<file path="src/rtl/bcd_score_counter.sv">
// BCD score counter with a high-score register. A rising edge on `score` adds or subtracts
// `pts`, and the high-score compare runs one edge after the score changes.
module bcd_score_counter #(
  parameter int DIGITS   = 2,
  parameter int SATURATE = 1
) (
  input  logic                clk,
  input  logic                rst,
  input  logic                score,
  input  logic [3:0]          pts,
  input  logic                dec,
  input  logic                clr,
  output logic [4*DIGITS-1:0] digits,
  output logic [4*DIGITS-1:0] hi_digits,
  output logic                new_hi,
  output logic                ovf,
  output logic                udf
);

  localparam int W = 4 * DIGITS;
  localparam logic [W-1:0] ALL_NINES = {DIGITS{4'h9}};

  logic         score_q;
  logic         cmp_pend;
  logic [3:0]   p_eff;
  logic         take;
  logic [W:0]   add_r;
  logic [W:0]   sub_r;
  logic [W-1:0] nxt;
  logic         nxt_ovf;
  logic         nxt_udf;

  function automatic logic [3:0] clamp_pts(input logic [3:0] p);
    return (p > 4'd9) ? 4'd9 : p;
  endfunction

  // Ripple add; returns {carry_out, sum}
  function automatic logic [W:0] bcd_add(input logic [W-1:0] v, input logic [3:0] p);
    logic [4:0]   s;
    logic [3:0]   c;
    logic [W-1:0] r;
    c = p;
    r = '0;
    for (int i = 0; i < DIGITS; i++) begin
      s = {1'b0, v[4*i +: 4]} + {1'b0, c};
      if (s > 5'd9) begin
        r[4*i +: 4] = s[3:0] - 4'd10;
        c = 4'd1;
      end else begin
        r[4*i +: 4] = s[3:0];
        c = 4'd0;
      end
    end
    return {c[0], r};
  endfunction

  // Ripple borrow subtract; returns {borrow_out, difference}
  function automatic logic [W:0] bcd_sub(input logic [W-1:0] v, input logic [3:0] p);
    logic [4:0]   s;
    logic [3:0]   c;
    logic [W-1:0] r;
    c = p;
    r = '0;
    for (int i = 0; i < DIGITS; i++) begin
      s = {1'b0, v[4*i +: 4]} - {1'b0, c};
      if (s[4]) begin
        r[4*i +: 4] = s[3:0] + 4'd10;
        c = 4'd1;
      end else begin
        r[4*i +: 4] = s[3:0];
        c = 4'd0;
      end
    end
    return {c[0], r};
  endfunction

  always_comb begin
    p_eff   = clamp_pts(pts);
    take    = score & ~score_q & (p_eff != 4'd0);
    add_r   = bcd_add(digits, p_eff);
    sub_r   = bcd_sub(digits, p_eff);
    nxt     = digits;
    nxt_ovf = 1'b0;
    nxt_udf = 1'b0;
    if (dec) begin
      if (sub_r[W]) begin
        nxt     = '0;
        nxt_udf = 1'b1;
      end else begin
        nxt = sub_r[W-1:0];
      end
    end else begin
      nxt = add_r[W-1:0];
      if (add_r[W]) begin
        nxt_ovf = 1'b1;
        if (SATURATE != 0) nxt = ALL_NINES;
      end
    end
  end

  // The compare reads the digits register as it stands at that edge; a later digits
  // change in the same edge re-arms the compare for the following edge.
  always_ff @(posedge clk or negedge rst) begin
    if (!rst) begin
      score_q   <= 1'b1;
      cmp_pend  <= 1'b0;
      digits    <= '0;
      hi_digits <= '0;
      new_hi    <= 1'b0;
      ovf       <= 1'b0;
      udf       <= 1'b0;
    end else begin
      score_q <= score;
      new_hi  <= 1'b0;
      ovf     <= 1'b0;
      udf     <= 1'b0;
      if (cmp_pend) begin
        cmp_pend <= 1'b0;
        if (digits > hi_digits) begin
          hi_digits <= digits;
          new_hi    <= 1'b1;
        end
      end
      if (clr) begin
        digits <= '0;
        if (digits != '0) cmp_pend <= 1'b1;
      end else if (take) begin
        digits <= nxt;
        ovf    <= nxt_ovf;
        udf    <= nxt_udf;
        if (nxt != digits) cmp_pend <= 1'b1;
      end
    end
  end

endmodule
</file>
<file path="config.mk">
export PLATFORM = sky130hd
export DESIGN_NAME = bcd_score_counter
export DESIGN_NICKNAME = d
export VERILOG_FILES = /design/src/rtl/bcd_score_counter.sv
export SDC_FILE = /design/constraint.sdc
export NUM_CORES = 1
export LEC_CHECK = 0
export CAP_MARGIN = 0
export CORE_MARGIN = 4
export CORE_UTILIZATION = 59
export DETAILED_ROUTE_END_ITERATION = 10
export PLACE_DENSITY = 0.83
export SLEW_MARGIN = 10
export SYNTH_ARGS = -nofsm -noshare
export SYNTH_HDL_FRONTEND = slang
export SYNTH_SLANG_ARGS = --single-unit
</file>
<file path="constraint.sdc">
create_clock -name clk -period 11.9 [get_ports clk]
set_input_delay 2.38 -clock clk [delete_from_list [all_inputs] [get_ports clk]]
set_output_delay 2.38 -clock clk [all_outputs]
set_load 0.03 [all_outputs]
</file>
==> impl_metrics.json <==
{
  "drt_iter0_drc": 104,
  "cts_root_buf": "clkbuf_4",
  "diodes": 0,
  "critPathArrivalTime_ns": 6.69,
  "grt_pass1_wl_um": 7260,
  "rsz0062_at_grt": "false",
  "slew-limit-headroom_pct": 40.5,
  "final_max_slew_viol_count": 0,
  "met3_usage_pct": 1.73,
  "io_pins": 28,
  "design.die.area_mm2": 0.00420,
  "finalNonFillerCells": 293,
  "switching_share_pct": 42.3,
  "status": "finished clean",
  "ys_warn_count": 0,
  "power_frac_comb_pct": 56.4,
  "clk_latency_ns": 0.29,
  "grt_pass1_vias": 1657,
  "crit_fanout": 7,
  "vias_per_cell": 5.73,
  "fin_tns_setup_ns": 0,
  "skew_ns": 0.00257,
  "dpl.cell_count": 289,
  "power_frac_seq_pct": 32.4,
  "slowest_delay_ns": 0.51,
  "cts_buffers": 3,
  "leakagePower_nw": 0.950,
  "syn_nets": 261,
  "p_sw_w": 0.000121,
  "async_reset_ff_share_pct": 100,
  "finalCritPeriodShare_pct": 54.7,
  "worst_pin_slew_ns": 0.890,
  "multiInputGateArea_mm2": 0.00126,
  "power.share.clock_pct": 11.2,
  "synth.area.top_cells": "dfrtp_1, ha_1, nand2_1",
  "avgSynthCellArea_um2": 8.35,
  "num_vias": 1678,
  "grt-ovfl-total": 0,
  "clk_pin_slew_worst_paths_ns": 0.10,
  "path_cells": "clkdlybuf4s50_1, o21ai_0, nand2b_1, ha_1, inv_1, fa_1, xnor2_1, nand2_1, nand2_1, nand2_1, ha_1, ha_1, nand2b_1, o21ai_1, o31ai_1, o21ai_1, xnor2_1, nor4_1, a311oi_2, a221o_1",
  "synth_top_area_share_pct": 26.3,
  "period_minus_slack_ns": 6.51,
  "coreArea_mm2": 0.00308,
  "fin_hold_ws_ns": 0.532,
  "finalPower_w": 0.000285,
  "first_pass_iters": 4,
  "max_freq_ghz": 0.154,
  "track_usage_pct": 21.1,
  "netlist_area_mm2": 0.00190,
  "syn_inst": 228,
  "cts-resized-gates": 0,
  "rows": 20,
  "synth-seq-area-share_pct": 27.7,
  "grt_use_met1_pct": 27.9,
  "fillers": 266,
  "peakVddDrop_mv": 0.0566,
  "finalWeightedCongestion": 0.858,
  "synth_edf_count": 0,
  "p_per_area_mw_per_mm2": 129,
  "cp_slowest_cell": "clkdlybuf4s50_1",
  "hold_violations": 0,
  "yosysUniqueCellTypes": 51,
  "regArea_um2": 527,
  "post-cts-setup-buffers": 0,
  "clock_path_buffers": 2,
  "grt_start_max_net_pins": 23,
  "setup_violations": 0,
  "start_util_pct": 61.9,
  "cts-hold-fix-buffers": 0,
  "synth_seq_cells": 21,
  "drive_gt1_share_pct": 4.02,
  "die_y_um": 64.8,
  "cap_violations": 0,
  "use_met2_pct": 36.5,
  "drc": 0,
  "cts_tree": "done",
  "syn_to_final_growth_pct": 15.7,
  "synth_top_cell_by_area": "dfrtp_1",
  "cp-end-kind": "register",
  "required_ns": 12.08,
  "cts.sinks": 21,
  "die_x_um": 64.8,
  "drt_wl_total_um": 3880,
  "grt_busiest_layer": "met2",
  "nets": 283,
  "routedWlPerCell_um": 13.2,
  "ant_nets": 0,
  "start_kind": "input pin",
  "crit_type": "input pin to register",
  "htreeDepth": 1,
  "p_int_w": 0.000165,
  "synth_ff_type": "dfrtp_1",
  "hold_class": "register to register",
  "io_buffers": 27,
  "hpwl_um": 3150,
  "antenna_found_initial": 0
}
-- power groups by stage --
stage               registers [W]  clock network, W   logic, W
floorplan                0.000113                 0  0.0000972
global placement        0.0000936                 0   0.000157
detailed placement      0.0000941                 0   0.000162
CTS                     0.0000926         0.0000326   0.000162
global route            0.0000946         0.0000354   0.000180
finish                  0.0000925         0.0000319   0.000161
-- cell families after synthesis --
group | after synthesis | share of synthesized area, %
xor+xnor | 13 | 5.98
buf+inv | 27 | 6.11
flops | 21 | 27.7
mux | 2 | 1.12
simple gates | 79 | 20.7
compound gates | 62 | 21.9
fa+ha+maj | 24 | 16.6
-- cell usage after synthesis, types with 2 or more instances --
cell and instances:
nor2b_1 3, inv_1 17, a31oi_1 5, nand2b_1 6, buf_2 3, xnor2_1 9
nor4_1 3, nand3b_1 2, o22ai_1 2, ha_1 22, a21o_1 3, and2_1 2
clkbuf_1 4, a211oi_1 5, nand3_1 4, nor2_1 18, nor3_1 7, xor2_1 4
a21oi_1 13, nand4_1 3, nand2_1 24, o21a_1 2, dfrtp_1 20, and3b_1 2
o21ai_1 17, o21ai_0 2, fa_1 2
-- metal layers --
layer	wire, um	up-vias	share of wire, %
li1	-	852	-
met2	1970	33	51
met1	1750	787	45
met3	117	6	3.0
met5	0	-	0
met4	46	0	1.2
-- per-stage QoR --
stage	util [%]	cell area [um2]	setup slack, ns
6_report	71.6	2200	5.39
5_1_grt	71.6	2200	5.01
4_1_cts	71.6	2200	5.41
3_5_place_dp	70.7	2180	5.11
3_3_place_gp	70.7	2180	5.26
2_1_floorplan	-	1900	6.00
-- worst max-delay path, delay by kind of cell --
| family | cells | cell delay, ns |
|---|---|---|
| compound gates | 6 | 1.17 |
| simple gates | 6 | 0.84 |
| xor+xnor | 2 | 0.46 |
| fa+ha+maj | 4 | 1.25 |
| buf+inv | 2 | 0.57 |
-- cell type report --
class | instances | share of cell area [%]
sequential | 21 | 23.9
inverter | 17 | 2.90
tap | 44 | 2.50
multi-input combinational | 180 | 57.2
timing repair buffer | 27 | 12.3
clock buffer | 4 | 1.19
-- state kept, by name, summed over array words and instances, names as in the netlist --
name,count
cmp_pend,1
digits,8
hi_digits,8
new_hi,1
ovf,1
score_q,1
udf,1
-- cells in the final DEF (no fill, tap or decap), types with 4 or more instances in the layout --
master	n
nor2_1	18
ha_1	22
a21oi_1	13
nand3_1	4
xor2_1	4
a211oi_1	5
nand2_1	24
nor3_1	7
o21ai_1	17
nand2b_1	6
clkdlybuf4s50_1	27
a31oi_1	5
inv_1	17
dfrtp_1	20
xnor2_1	9
-- worst paths after layout --
kind | start | to | slack (ns) | cells after the start
setup / recovery | pts[3] | cmp_pend | 5.39 | 20
hold / removal | hi_digits[0] | hi_digits[0] | 0.53 | 1
setup reg to reg | digits[0] | cmp_pend | 7.63 | 17
hold reg to reg | hi_digits[0] | hi_digits[0] | 0.53 | 1
max in group asynchronous | rst | digits[7] | 8.77 | 1
min in group asynchronous | rst | hi_digits[2] | 2.58 | 1
No activity file was read; power rests on OpenSTA's default activity.
